--- config.mk ---
export PLATFORM = sky130hd
export DESIGN_NAME = uart_tx_arbiter
export DESIGN_NICKNAME = d
export VERILOG_FILES = /design/src/rtl/uart_tx_arbiter.sv
export SDC_FILE = /design/constraint.sdc
export NUM_CORES = 1
export LEC_CHECK = 0
export CAP_MARGIN = 20
export CORE_MARGIN = 8
export CORE_UTILIZATION = 40
export DETAILED_ROUTE_END_ITERATION = 12
export PLACE_DENSITY = 0.79
export SKIP_LAST_GASP = 1
export SLEW_MARGIN = 20
export SYNTH_ARGS = -nofsm -noshare
export SYNTH_HDL_FRONTEND = slang
export SYNTH_SLANG_ARGS = --single-unit
--- constraint.sdc ---
create_clock -name clk -period 4.7 [get_ports clk]
set_input_delay 0.94 -clock clk [delete_from_list [all_inputs] [get_ports clk]]
set_output_delay 0.94 -clock clk [all_outputs]
set_load 0.005 [all_outputs]
--- src/rtl/uart_tx_arbiter.sv ---
// Round-robin arbiter that shares one UART_N transmitter between req_count producers.
// Each grant runs through write issue, lock acknowledge from the UART and frame completion.
module uart_tx_arbiter #(
    parameter int req_count   = 4,
    parameter int word_width  = 8,
    parameter int ack_timeout = 16,
    localparam int IW = $clog2(req_count),
    localparam int TW = $clog2(ack_timeout)
) (
    input  logic                            clk,
    input  logic                            rst_n,
    input  logic [req_count-1:0]            req,
    input  logic [req_count*word_width-1:0] req_data,
    output logic [req_count-1:0]            grant,
    output logic                            done,
    output logic [IW-1:0]                   done_id,
    output logic                            err,
    output logic                            busy,
    output logic                            write,
    output logic [word_width-1:0]           T_W,
    input  logic                            T_locked
);

    typedef enum logic [1:0] {
        ST_IDLE      = 2'd0,
        ST_ISSUE     = 2'd1,
        ST_WAIT_LOCK = 2'd2,
        ST_WAIT_FREE = 2'd3
    } state_t;

    state_t                  state_q;
    logic [IW-1:0]           ptr_q;
    logic [IW-1:0]           idx_q;
    logic [TW-1:0]           timer_q;
    logic [req_count-1:0]    grant_q;
    logic                    done_q;
    logic                    err_q;
    logic                    busy_q;
    logic                    write_q;
    logic [word_width-1:0]   tw_q;
    logic [IW-1:0]           done_id_q;

    logic [IW-1:0]           pick_d;
    logic [IW:0]             cand_d;
    logic [word_width-1:0]   word_d;
    logic [IW-1:0]           ptr_adv_d;

    // Round-robin search from ptr: scanning offsets high to low lets the nearest match win.
    always_comb begin
        pick_d = ptr_q;
        cand_d = '0;
        for (int k = req_count - 1; k >= 0; k--) begin
            cand_d = {1'b0, ptr_q} + (IW+1)'(k);
            if (cand_d >= (IW+1)'(req_count)) begin
                cand_d = cand_d - (IW+1)'(req_count);
            end else begin
                cand_d = cand_d;
            end
            if (req[cand_d[IW-1:0]]) begin
                pick_d = cand_d[IW-1:0];
            end else begin
                pick_d = pick_d;
            end
        end
    end

    // Word of the winning requester and the pointer value that follows the current owner.
    always_comb begin
        word_d = req_data[int'(pick_d) * word_width +: word_width];
        if (idx_q == IW'(req_count - 1)) begin
            ptr_adv_d = '0;
        end else begin
            ptr_adv_d = idx_q + IW'(1);
        end
    end

    // Sequencing FSM; every output is a register updated from the current state.
    always_ff @(posedge clk or negedge rst_n) begin
        if (!rst_n) begin
            state_q   <= ST_IDLE;
            ptr_q     <= '0;
            idx_q     <= '0;
            timer_q   <= '0;
            grant_q   <= '0;
            done_q    <= 1'b0;
            err_q     <= 1'b0;
            busy_q    <= 1'b0;
            write_q   <= 1'b0;
            tw_q      <= '0;
            done_id_q <= '0;
        end else begin
            grant_q <= '0;
            done_q  <= 1'b0;
            err_q   <= 1'b0;
            write_q <= 1'b0;
            busy_q  <= (state_q != ST_IDLE);
            case (state_q)
                ST_IDLE: begin
                    if ((|req) && !T_locked) begin
                        idx_q   <= pick_d;
                        tw_q    <= word_d;
                        state_q <= ST_ISSUE;
                    end else begin
                        state_q <= ST_IDLE;
                    end
                end
                ST_ISSUE: begin
                    write_q <= 1'b1;
                    grant_q <= req_count'(1'b1) << idx_q;
                    timer_q <= '0;
                    state_q <= ST_WAIT_LOCK;
                end
                ST_WAIT_LOCK: begin
                    if (T_locked) begin
                        state_q <= ST_WAIT_FREE;
                    end else if (timer_q == TW'(ack_timeout - 1)) begin
                        err_q     <= 1'b1;
                        done_id_q <= idx_q;
                        ptr_q     <= ptr_adv_d;
                        state_q   <= ST_IDLE;
                    end else begin
                        timer_q <= timer_q + TW'(1);
                    end
                end
                ST_WAIT_FREE: begin
                    // Frame length belongs to UART_N, so there is deliberately no timeout here.
                    if (!T_locked) begin
                        done_q    <= 1'b1;
                        done_id_q <= idx_q;
                        ptr_q     <= ptr_adv_d;
                        state_q   <= ST_IDLE;
                    end else begin
                        state_q <= ST_WAIT_FREE;
                    end
                end
                default: begin
                    state_q <= ST_IDLE;
                end
            endcase
        end
    end

    assign grant   = grant_q;
    assign done    = done_q;
    assign err     = err_q;
    assign busy    = busy_q;
    assign write   = write_q;
    assign T_W     = tw_q;
    assign done_id = done_id_q;

endmodule

=== Word level (Yosys, flattened, before mapping) ===
Cells that the tools add are included.

* Bits in registers: 28
* Latch bits: 0
* Memory bits (writable): 0
* Bits in read-only memories: 0
* Bits of input ports: 39
* Output and inout port bits: 18
* Word-level logic and storage cells: 90
* Memories: 0

* $add $sub $neg: 9
* Multipliers: 0
* Divide/modulo/power cells: 0
* Order comparisons: 8
* Eq/ne operators: 10
* Shift operators: 2
* Mux-type cells: 40
* Bitwise gates (word level): 0
* Reduce and logical (&&, ||, !) cells: 10

{| class="wikitable"
|+ Operators by type and width
! kind !! count
|-
| $mux 2 || 18
|-
| $shiftx 32x6->8 || 1
|-
| $lt 2x3->1 const B || 4
|-
| $mux 4 || 3
|-
| $mux 1 || 11
|-
| $ge 3x3->1 const B || 3
|-
| $bmux 1 s2 || 4
|-
| $ne 2x2->1 const B || 4
|-
| $pmux 2 s2 || 2
|-
| $pmux 2 s4 || 1
|-
| $pmux 4 s2 || 1
|-
| $sub 2x1->2 const B || 4
|-
| $add 2x2->3 const B || 2
|-
| $eq 2x2->1 const B || 3
|-
| $reduce_bool 2->1 || 3
|-
| $add 4x1->4 const B || 1
|-
| $eq 4x4->1 const B || 1
|-
| $reduce_and 4->1 || 1
|-
| $reduce_or 4->1 || 1
|-
| $shl 1x2->4 const A || 1
|-
| $add 2x1->3 const B || 1
|-
| $ge 2x3->1 const B || 1
|-
| $ne 3x3->1 const B || 1
|-
| $reduce_and 3->1 || 1
|-
| other kinds (6) || 6
|}

=== Depth between registers and ports, before layout ===
* Depth after elaboration: 10
* Mapped depth: 7
* Gate-level depth less buffers: 5

=== Worst setup path after synthesis ===
Ideal clock, no wire load.

* Path kind: input port to flip-flop
* Start: input req[2]
* End: register tw_q[7], in the netlist T_W[7]
* Setup time: 0.147 ns
* Data arrival time: 1.959 ns
* Required time: 4.553 ns
* Setup slack: 2.594 ns
* Stages: 7
* Path buffers: 2
* Cells stage by stage: nor2b_1 o21ai_0 o221a_1 buf_6 buf_12 mux2i_1 a221oi_2

* Word-level cells in the longest chain between the ends: 7
* Elaborated cells on any way between the ends: 16
* Those cells by class: shift (1); mux (12); reduce/logical (3)

{| class="wikitable"
|+ Ends and longest elaborated chain
! element !! RTL line !! RTL
|-
| start, declared || 12 || <nowiki>input logic [req_count-1:0] req,</nowiki>
|-
| $bmux 1 s2 || 59 || <nowiki>if (req[cand_d[IW-1:0]]) begin</nowiki>
|-
| $mux 1 (not written as such) || 59 ||
|-
| $mux 2 (4 in series) || 59 ||
|-
| $shiftx 32x6->8 || 69 || <nowiki>word_d = req_data[int'(pick_d) * word_width +: word_width];</nowiki>
|-
| end signal, assigned || 101 || <nowiki>tw_q <= word_d;</nowiki>
|-
| end, declared || 40 || <nowiki>logic [word_width-1:0] tw_q;</nowiki>
|}

Parallel ways exist; a longest one is shown, timed or not. The select of a mux whose other input is x is not followed.
A chain may end at the register's enable or synchronous reset.

=== Final worst setup path ===
* Start: input req[3]
* End: register tw_q[2], in the netlist T_W[2]

Same word-level chain as after synthesis.

==> results.yml <==
logic_synthesis:
  synthAdderAreaFrac_pct: 4.28
  synth_nets: 177
  synthMuxAreaShare_pct: 12.5
  synthXorXnorAreaFrac_pct: 0
  yosysSeqAreaShare_pct: 47.9
  avgSynthCellArea_um2: 11.0
  synth_compound_area_share_pct: 15.7
  syn_area_um2: 1460
  synth-seq-cells: 28
  yosysWarnings: 0
  syn_inst: 133
  synth-simple-area-share_pct: 15.3
  synth_top_family_by_area: "compound AO/OA/AOI/OAI gates"
  netlist-cell-type-count: 28
critical_path:
  critical_path_required_ns: 4.95
  critPathMaxFanout: 17
  crit_path_max_incr_delay_ns: 0.85
  arrival_ns: 3.18
  critPathBufInv: 1
  critPathSlowestCell: "o221a_1"
  worstPathCellList: "clkdlybuf4s50_1, nor2b_1, o21ai_0, o221a_1, mux2i_1, a221oi_2"
  end_kind: "flip-flop"
  critPathTopFamily: "compound AO/OA/AOI/OAI gates"
  startpoint_type: "input port"
  crit_type: "input port to flip-flop"
global_route:
  grt_usage_pct: 12.2
  overflow: 0
  first_global_vias: 1278
  grt_max_degree: 29
  grtUsageMet3_pct: 2.83
  grt_util_met2_pct: 20.9
  met1_usage_pct: 14.7
  gr-max-usage-layer: "met2"
  grt_pass1_wl_um: 6030
  antenna_found_initial: 0
finish:
  layout_commonest_cell: "clkdlybuf4s50_1"
  nFillCells: 314
  final_layout_size_suffix_gt1_share_pct: 8.90
  diodes: 0
  syn_to_final_growth_pct: 44.1
  final_nets: 236
  post-route-util_pct: 58.9
  layout_common_cells: "56 x clkdlybuf4s50_1, 28 x dfrtp_1, 16 x mux2i_1"
timing:
  fin_crit_sh_pct: 62.4
  tightest_slew_ns: 0.987
  min_period_ns: 2.93
  slew_headroom_pct: 34.2
  setup_violations: 0
  drv_slew: 0
  fmax_mhz: 341
  finalSetupTns_ns: 0
  clock_skew_ns: 0.00689
  grt_setup_unrepaired: "no"
  hold_viol_final: 0
route:
  ant_nets: 0
  viasPerCell: 5.23
  avgRoutedWirePerCell_um: 15.5
  vias: 1250
  routed_wl_um: 3710
  drtPass1Iterations: 4
  post-route-drc-count: 0
  first_iter_violations: 33
clock_network:
  cts.path.max_buffers: 2
  cts_tree: "built"
  clock-sinks: 28
  postCtsHoldBufs: 0
  clk_pin_slew_ns: 0.15
  htree_levels: 1
  clock-root-buffer: "clkbuf_4"
  cts_buffers: 3
  cts.repair.resized: 0
  clock_latency_ns: 0.32
  cts_setup_buffers: 0
place:
  place.gp.congestion: 0.805
  hpwlAfterDp_um: 2990
  portBuffers: 56
run_status:
  status: "finished, final reports clean"
floorplan:
  coreArea_um2: 3580
  rows: 22
  dieHeight_um: 76.5
  die_w_um: 76.5
  initial_core_util_pct: 40.9
  ios: 57
  die_area_um2: 5850
worst_hold_path:
  hp-class: "flip-flop to flip-flop"
pwr:
  power_density_nw_per_um2: 484
  leakage_nw: 0.908
  ir_drop_uv: 262
flow_run:
  maxCapViolCount: 0
==> cells in the mapped netlist (all sizes together) <==
| master | n | area [um^2] |
|---|---|---|
| a221oi | 8 | 120 |
| nor4 | 2 | 12.5 |
| nand3 | 4 | 20.0 |
| nand2b | 2 | 12.5 |
| a211oi | 1 | 7.51 |
| or3 | 3 | 18.8 |
| o221a | 1 | 11.3 |
| clkbuf | 1 | 3.75 |
| buf | 3 | 36.3 |
| o21ai | 7 | 35.0 |
| nor2b | 3 | 18.8 |
| nor3 | 3 | 15.0 |
| o41ai | 1 | 8.76 |
| and2 | 6 | 37.5 |
| inv | 6 | 22.5 |
| ha | 5 | 62.6 |
| a21o | 1 | 7.51 |
| a31oi | 1 | 6.26 |
| a21oi | 5 | 25.0 |
| mux2 | 2 | 22.5 |
| dfrtp | 28 | 701 |
| mux2i | 16 | 160 |
| nand2 | 10 | 37.5 |
| nor2 | 13 | 51.3 |
| o311ai | 1 | 8.76 |
==> registers in the layout (all words and copies together), names as in the netlist <==
name     cells
ptr_q        2
write        1
T_W          8
state_q      2
err          1
grant        4
busy         1
idx_q        2
done_id      2
timer_q      4
done         1
==> logic make-up (layout without fill, tap and decap cells) <==
family,after synthesis,after routing
adder cells (fa/ha/maj),5,5
flip-flops,28,28
AO/OA/AOI/OAI,26,26
multiplexers,18,18
buffers and inverters,10,68
AND/OR/NAND/NOR,46,46
==> worst paths after layout <==
check | cells past startpoint | startpoint | slack, ns | end
max | 6 | req[3] | 1.77 | T_W[2]
min | 1 | done_id[0] | 0.54 | done_id[0]
max reg2reg | 5 | ptr_q[1] | 2.50 | T_W[2]
min reg2reg | 1 | done_id[0] | 0.54 | done_id[0]
max in group asynchronous | 2 | rst_n | 3.47 | done
min in group asynchronous | 2 | rst_n | 0.96 | ptr_q[0]
==> area by class of cell <==
class                      count  area [um^2]  area share, %
inverter                       6         22.5           1.07
sequential                    28          701           33.2
multi-input combinational     95          699           33.2
clock buffer                   3         22.5           1.07
tap                           48         60.1           2.85
timing repair buffer          58          573           27.2
clock inverter                 1         30.0           1.42
==> per-layer routing <==
metal  up-vias  wire (um)
li1        600          -
met2        41       1820
met5         -          0
met3         2        196
met4         0         27
met1       607       1670
==> power by group <==
group	internal, mW	total, mW	switching [mW]	leakage [nW]
clock	0.0862	0.156	0.0701	0.0279
combinational	0.255	0.467	0.211	0.536
sequential	0.328	0.397	0.0692	0.345
total	0.669	1.02	0.351	0.908
==> metrics by stage <==
step	hold slack (ns)	power (mW)	cell area, um^2	instances	setup WS [ns]
floorplan	0.487	0.672	1460	133	2.59
global placement	0.508	0.848	2050	234	1.52
detailed placement	0.506	0.875	2050	234	1.39
CTS	0.548	1.03	2100	238	1.74
global route	0.560	1.09	2110	239	1.64
finish	0.537	1.02	2110	239	1.77
Note: power is estimated with default switching activity, not from simulation.
